[src/rtl/hash_state_bank.sv]
// SHA-2 chaining-state bank: loads the mode IV, folds each block's working variables into H
// (feed-forward add), chains across blocks and hands the truncated digest out on valid/ready.
module hash_state_bank #(
  parameter int unsigned WORD_W = 64,
  parameter int unsigned LANES  = 2
) (
  input  logic                    clk,
  input  logic                    rst,
  input  logic                    msg_start,
  input  logic [1:0]              hash_size,
  input  logic                    wv_valid,
  output logic                    wv_ready,
  input  logic [LANES*WORD_W-1:0] wv_data,
  input  logic                    wv_last_blk,
  output logic [8*WORD_W-1:0]     h_state,
  output logic                    blk_done,
  output logic                    digest_valid,
  input  logic                    digest_ready,
  output logic [511:0]            digest,
  output logic                    err
);

  localparam int unsigned BEATS = 8 / LANES;
  localparam logic [2:0] LastBeat = 3'(BEATS - 1);
  localparam logic [WORD_W-1:0] Mask32 = WORD_W'(64'h0000_0000_ffff_ffff);

  localparam logic [0:7][63:0] Iv512 = {
    64'h6a09e667f3bcc908, 64'hbb67ae8584caa73b, 64'h3c6ef372fe94f82b, 64'ha54ff53a5f1d36f1,
    64'h510e527fade682d1, 64'h9b05688c2b3e6c1f, 64'h1f83d9abfb41bd6b, 64'h5be0cd19137e2179};
  localparam logic [0:7][63:0] Iv384 = {
    64'hcbbb9d5dc1059ed8, 64'h629a292a367cd507, 64'h9159015a3070dd17, 64'h152fecd8f70e5939,
    64'h67332667ffc00b31, 64'h8eb44a8768581511, 64'hdb0c2e0d64f98fa7, 64'h47b5481dbefa4fa4};
  localparam logic [0:7][63:0] Iv256 = {
    64'h6a09e667, 64'hbb67ae85, 64'h3c6ef372, 64'ha54ff53a,
    64'h510e527f, 64'h9b05688c, 64'h1f83d9ab, 64'h5be0cd19};
  localparam logic [0:7][63:0] Iv224 = {
    64'hc1059ed8, 64'h367cd507, 64'h3070dd17, 64'hf70e5939,
    64'hffc00b31, 64'h68581511, 64'h64f98fa7, 64'hbefa4fa4};

  typedef enum logic [1:0] {StIdle, StAccum, StDigest} state_e;

  state_e            state_q, state_d;
  logic [WORD_W-1:0] h_q [8];
  logic [WORD_W-1:0] h_d [8];
  logic [1:0]        mode_q, mode_d;
  logic [2:0]        beat_q, beat_d;
  logic              blk_done_q, blk_done_d;
  logic              err_q, err_d;
  logic              illegal;
  logic              narrow;

  function automatic logic [63:0] iv_word(input logic [1:0] mode, input int unsigned k);
    logic [63:0] w;
    case (mode)
      2'b00:   w = Iv512[3'(k)];
      2'b10:   w = Iv384[3'(k)];
      2'b01:   w = Iv256[3'(k)];
      default: w = Iv224[3'(k)];
    endcase
    return w;
  endfunction

  // A 32-bit bank cannot hold the 64-bit families (hash_size[0]==0).
  assign illegal = (WORD_W == 32) && !hash_size[0];
  assign narrow  = mode_q[0];

  always_comb begin
    state_d    = state_q;
    mode_d     = mode_q;
    beat_d     = beat_q;
    err_d      = err_q;
    blk_done_d = 1'b0;
    for (int unsigned k = 0; k < 8; k++) h_d[k] = h_q[k];

    if (msg_start) begin
      beat_d = '0;
      if (illegal) begin
        err_d   = 1'b1;
        state_d = StIdle;
      end else begin
        err_d   = 1'b0;
        mode_d  = hash_size;
        state_d = StAccum;
        for (int unsigned k = 0; k < 8; k++) h_d[k] = WORD_W'(iv_word(hash_size, k));
      end
    end else begin
      case (state_q)
        StAccum: begin
          if (wv_valid) begin
            for (int unsigned k = 0; k < 8; k++) begin
              if (3'(k / LANES) == beat_q) begin
                h_d[k] = (h_q[k] + wv_data[(k % LANES)*WORD_W +: WORD_W])
                         & (narrow ? Mask32 : '1);
              end
            end
            if (beat_q == LastBeat) begin
              beat_d     = '0;
              blk_done_d = 1'b1;
              if (wv_last_blk) state_d = StDigest;
            end else begin
              beat_d = beat_q + 3'd1;
            end
          end
        end
        StDigest: if (digest_ready) state_d = StIdle;
        default: ;
      endcase
    end
  end

  always_ff @(posedge clk) begin
    if (!rst) begin
      state_q    <= StIdle;
      mode_q     <= 2'b01;
      beat_q     <= '0;
      blk_done_q <= 1'b0;
      err_q      <= 1'b0;
      for (int unsigned k = 0; k < 8; k++) h_q[k] <= WORD_W'(Iv256[k]);
    end else begin
      state_q    <= state_d;
      mode_q     <= mode_d;
      beat_q     <= beat_d;
      blk_done_q <= blk_done_d;
      err_q      <= err_d;
      for (int unsigned k = 0; k < 8; k++) h_q[k] <= h_d[k];
    end
  end

  assign wv_ready     = (state_q == StAccum);
  assign digest_valid = (state_q == StDigest);
  assign blk_done     = blk_done_q;
  assign err          = err_q;

  always_comb begin
    for (int unsigned k = 0; k < 8; k++) h_state[(7-k)*WORD_W +: WORD_W] = h_q[k];
  end

  // Digest is driven only while offered so it reads zero outside DIGEST.
  always_comb begin
    digest = '0;
    if (state_q == StDigest) begin
      case (mode_q)
        2'b00: for (int unsigned k = 0; k < 8; k++) digest[(7-k)*64 +: 64] = 64'(h_q[k]);
        2'b10: for (int unsigned k = 0; k < 6; k++) digest[(5-k)*64 +: 64] = 64'(h_q[k]);
        2'b01: for (int unsigned k = 0; k < 8; k++) digest[(7-k)*32 +: 32] = h_q[k][31:0];
        default: for (int unsigned k = 0; k < 7; k++) digest[(6-k)*32 +: 32] = h_q[k][31:0];
      endcase
    end
  end

endmodule

[config.mk]
export PLATFORM = sky130hd
export DESIGN_NAME = hash_state_bank
export DESIGN_NICKNAME = d
export VERILOG_FILES = /design/src/rtl/hash_state_bank.sv
export SDC_FILE = /design/constraint.sdc
export NUM_CORES = 2
export LEC_CHECK = 0
export CAP_MARGIN = 20
export CELL_PAD_IN_SITES_DETAIL_PLACEMENT = 1
export CELL_PAD_IN_SITES_GLOBAL_PLACEMENT = 2
export CORE_AREA = 4 4 446 448
export DETAILED_ROUTE_END_ITERATION = 8
export DIE_AREA = 0 0 450 452
export PLACE_DENSITY = 0.82
export SYNTH_ARGS = -nofsm -noshare
export SYNTH_HDL_FRONTEND = slang
export SYNTH_SLANG_ARGS = --single-unit
[constraint.sdc]
create_clock -name clk -period 10.3 [get_ports clk]
set_input_delay 1.03 -clock clk [delete_from_list [all_inputs] [get_ports clk]]
set_output_delay 1.03 -clock clk [all_outputs]
set_load 0.01 [all_outputs]
==> results by group <==
Critical path
  • Worst flop-to-flop path endpoint: h_q[1][190]
  • Slowest stage delay, CP: 1.08 ns
  • CP required: 9.27 ns
  • Critical Path Start Type: flip-flop
  • Reg2Reg Depth: 15
  • WS Path Type: flip-flop to output port
  • Worst Path Max Fanout: 62
  • CP Cell Sequence: nor2b_1 > and2_4 > buf_4 > buf_4 > a22o_1 > clkdlybuf4s50_1
  • CP Buf/Inv Count: 3
  • Stages on the worst setup path: 6
  • Most used cell along the critical path: buf_4
  • Critical R2R Launch: h_q[1][128]
  • Top delay family on crit path: simple AND/OR/NAND/NOR gates
  • R2r setup slk: roughly 4.5 ns
  • CP max stage cell: nor2b_1
  • Nature of the critical path endpoint: output port
  • CP arrival: about 5.3 ns

Hold path
  • Worst hold endpoint: beat_q[2]
  • Hold Startpoint: beat_q[2]
  • WHS Path Cells: 2
  • HP Class: flip-flop to flip-flop

Layout
  • FF+latch area: between 10000 and 15000 um^2
  • Fin nets: between 8000 and 9000
  • Share of layout cells above drive strength 1: 0.0614
  • Layout Area Growth over Synthesis: 31.1%
  • Area of the multi-input gates: about 42000 um^2
  • Fillers: between 20000 and 25000

Place
  • DP Wirelength: roughly 360000 um
  • Gpl congestion: approximately 1.1
  • Port-buffer cells: 1162

STA
  • Fin. Hold Viols: 0
  • Final Max Tran Viols: 0
  • Slew margin rel.: 0.142
  • RSZ-0062 raised after global routing: false
  • Worst-Margin Slew: around 1.3 ns
  • Final Setup Violations: 0
  • Clock period minus worst slack: 6.37 ns
  • Setup TNS: 0 ns
  • Final Cycle Share: 0.618
  • Achievable Freq: 157 MHz
  • Worst Skew: 0.0387 ns
  • Min Hold Slack: 0.461 ns

Power
  • Worst-case vdd ir drop: 0.112 mV
  • Clk pwr share: 0.340
  • PD cells: 115 nW/um^2
  • P_sw: roughly 3600 uW
  • Combinational power share: 0.369
  • Sequential fraction of design power: 0.291
  • Leak: 0.0301 uW
  • Int Pwr: 4760 uW
  • Sw frac: 0.429

GRT
  • Global Route met1 Usage: 0.535
  • GR Util met2: 0.629
  • Largest net degree at the start of global routing: 178
  • Vias in the first global route: 68000
  • Antenna violations before repair: between 100 and 150
  • GRT Util Overall: 0.430
  • First-pass GRT wire length: 609000 um
  • Met3 GRT Util: 0.112
  • GRT Max-Usage Layer: met2
  • Global-route congestion overflow total: 0

Detailed routing
  • Drt first pass iters: 6
  • Drt wl/cell: 41.9 um
  • # DRC: 0
  • DRT iter0 DRCs: 9052
  • Drt total wl: 461000 um
  • Drt via density: 6.47
  • Post-route antenna net violation count: 0
  • Vias: 71300

Clock network
  • Resize count post-CTS: 0
  • Clk sink count: 520
  • Setup bufs post-CTS: 0
  • # hold bufs at CTS: 0
  • CTS tree: built
  • CTS root buf: clkbuf_16
  • Clock transition at path regs: 0.06 ns
  • Clock buffer depth: 3
  • TritonCTS buffer count: 77
  • Clk_lat worst skew: 0.75 ns
  • # H-tree levels: 3

Synthesis
  • Synth top area cells: dfxtp_1 (19%), ha_1 (12%), a21oi_1 (9.2%)
  • Seq/Total Area, Yosys: 0.189
  • Synth Instances: ~7400
  • Synth unique cells: between 100 and 150
  • Area share of the largest cell type after synthesis: 0.189
  • Predominant post-synthesis flop cell: dfxtp_1
  • Async set-reset flop share out of synthesis: 0
  • Post-synth top cells: a21oi_1 (1016), nand2_1 (678), nor2_1 (601)
  • Post-synth EDFFs: 0
  • Syn_nets: ~8000
  • Post-synth top area cell: dfxtp_1
  • Most frequent cell after synthesis: a21oi_1
  • YS warnings: 0
  • Post-synthesis register bit count: 520
  • Netlist Area Pre-Place: 55200 um^2
  • Syn_area_per_cell: 7.42 um^2

Floorplan
  • Die area: 203000 um^2
  • Core ar.: between 150000 and 200000 um^2
  • Die Height: 452 um
  • IO Count: 1164
  • Row cnt: 162
  • Die Wd: 450 um
  • Initial Util: 0.284

Outcome
  • Status: finished clean

Run
  • Max_cap viols: 0
-- power groups by stage --
stage          registers [uW]  clock network, uW  logic [uW]
4_1_cts                  2400               2850        2980
3_5_place_dp             2440                  0        2960
2_1_floorplan            2290                  0        1640
5_1_grt                  2410               2910        3200
3_3_place_gp             2440                  0        2940
6_report                 2430               2830        3080
-- through the flow --
step,total power [uW],setup WS [ns],instances,util,area [um^2]
after floorplan,3940,5.87,7440,-,55200
after detailed placement,5400,3.87,10800,0.358,69600
after CTS,8220,4.09,10900,0.371,72100
after global routing,8520,3.92,10900,0.371,72200
final,8330,3.93,11000,0.372,72300
after global placement,5380,3.96,10800,0.358,69600
-- worst max path at each step --
stage / startpoint / end / slack, ns
global route: mode_q[0] / digest[264] / 3.92
CTS: mode_q[0] / digest[264] / 4.09
global placement: wv_data[0] / h_q[1][60] / 3.96
detailed placement: wv_data[65] / h_q[0][252] / 3.87
floorplan: wv_data[0] / h_q[1][60] / 5.87
finish: mode_q[0] / digest[270] / 3.93
-- final cells by class --
class / count / share of cell area
inverter: 147 / 0.00783
tap: 2542 / 0.0440
clock inverter: 30 / 0.00389
multi-input combinational: 6245 / 0.586
antenna: 76 / 0.00263
clock buffer: 110 / 0.0311
sequential: 520 / 0.144
timing repair buffer: 1342 / 0.180
-- cell families (layout without fill, tap and decap cells) --
logic type                 Yosys count  count (layout)  synth area share
other                                1              77         0.0000679
DFF                                520             520             0.189
adders and majority gates          516             516             0.118
AOI/OAI and AO/OA                 2913            2913             0.331
buffers and inverters              675            1629            0.0468
xor gates and xnor gates           457             457            0.0725
and+or+nand+nor                   2167            2167             0.186
muxes                              191             191            0.0578
-- sequential cells by signal, indices dropped and copies added, names as in the netlist --
signal    cells
beat_q        3
blk_done      1
mode_q        2
h_q         512
state_q       2
-- worst min-delay path, stage by stage (launching register included) --
cell     delay (ns)
dfxtp_1        0.31
nand2_1        0.06
a31oi_1        0.04
-- placed cells by master, fill, tap and decap left out, types with 42 or more instances in the layout --
| master | count |
|---|---|
| buf_4 | 174 |
| inv_1 | 143 |
| mux2i_1 | 89 |
| nor2_1 | 590 |
| nand4_1 | 128 |
| o22ai_1 | 80 |
| a221oi_1 | 86 |
| nand2_1 | 670 |
| o21bai_1 | 122 |
| a21o_1 | 330 |
| nor3_1 | 68 |
| o21ai_0 | 591 |
| nand3_1 | 110 |
| nand2b_1 | 50 |
| clkbuf_16 | 78 |
| dfxtp_1 | 518 |
| xor2_1 | 190 |
| a21oi_1 | 1015 |
| clkdlybuf4s50_1 | 1160 |
| diode_2 | 76 |
| o211ai_1 | 42 |
| mux4_2 | 102 |
| ha_1 | 508 |
| and2_1 | 131 |
| nor2b_1 | 100 |
| and3_1 | 177 |
| a31oi_1 | 108 |
| a22o_1 | 129 |
| xnor2_1 | 267 |
| a211oi_1 | 116 |
-- metal layers --
metal	vias up	wire [um]
met5	-	209
met4	34	41700
met3	1150	45900
met2	4507	192000
met1	36100	181000
li1	29500	-
(Power assumes the default switching activity.)
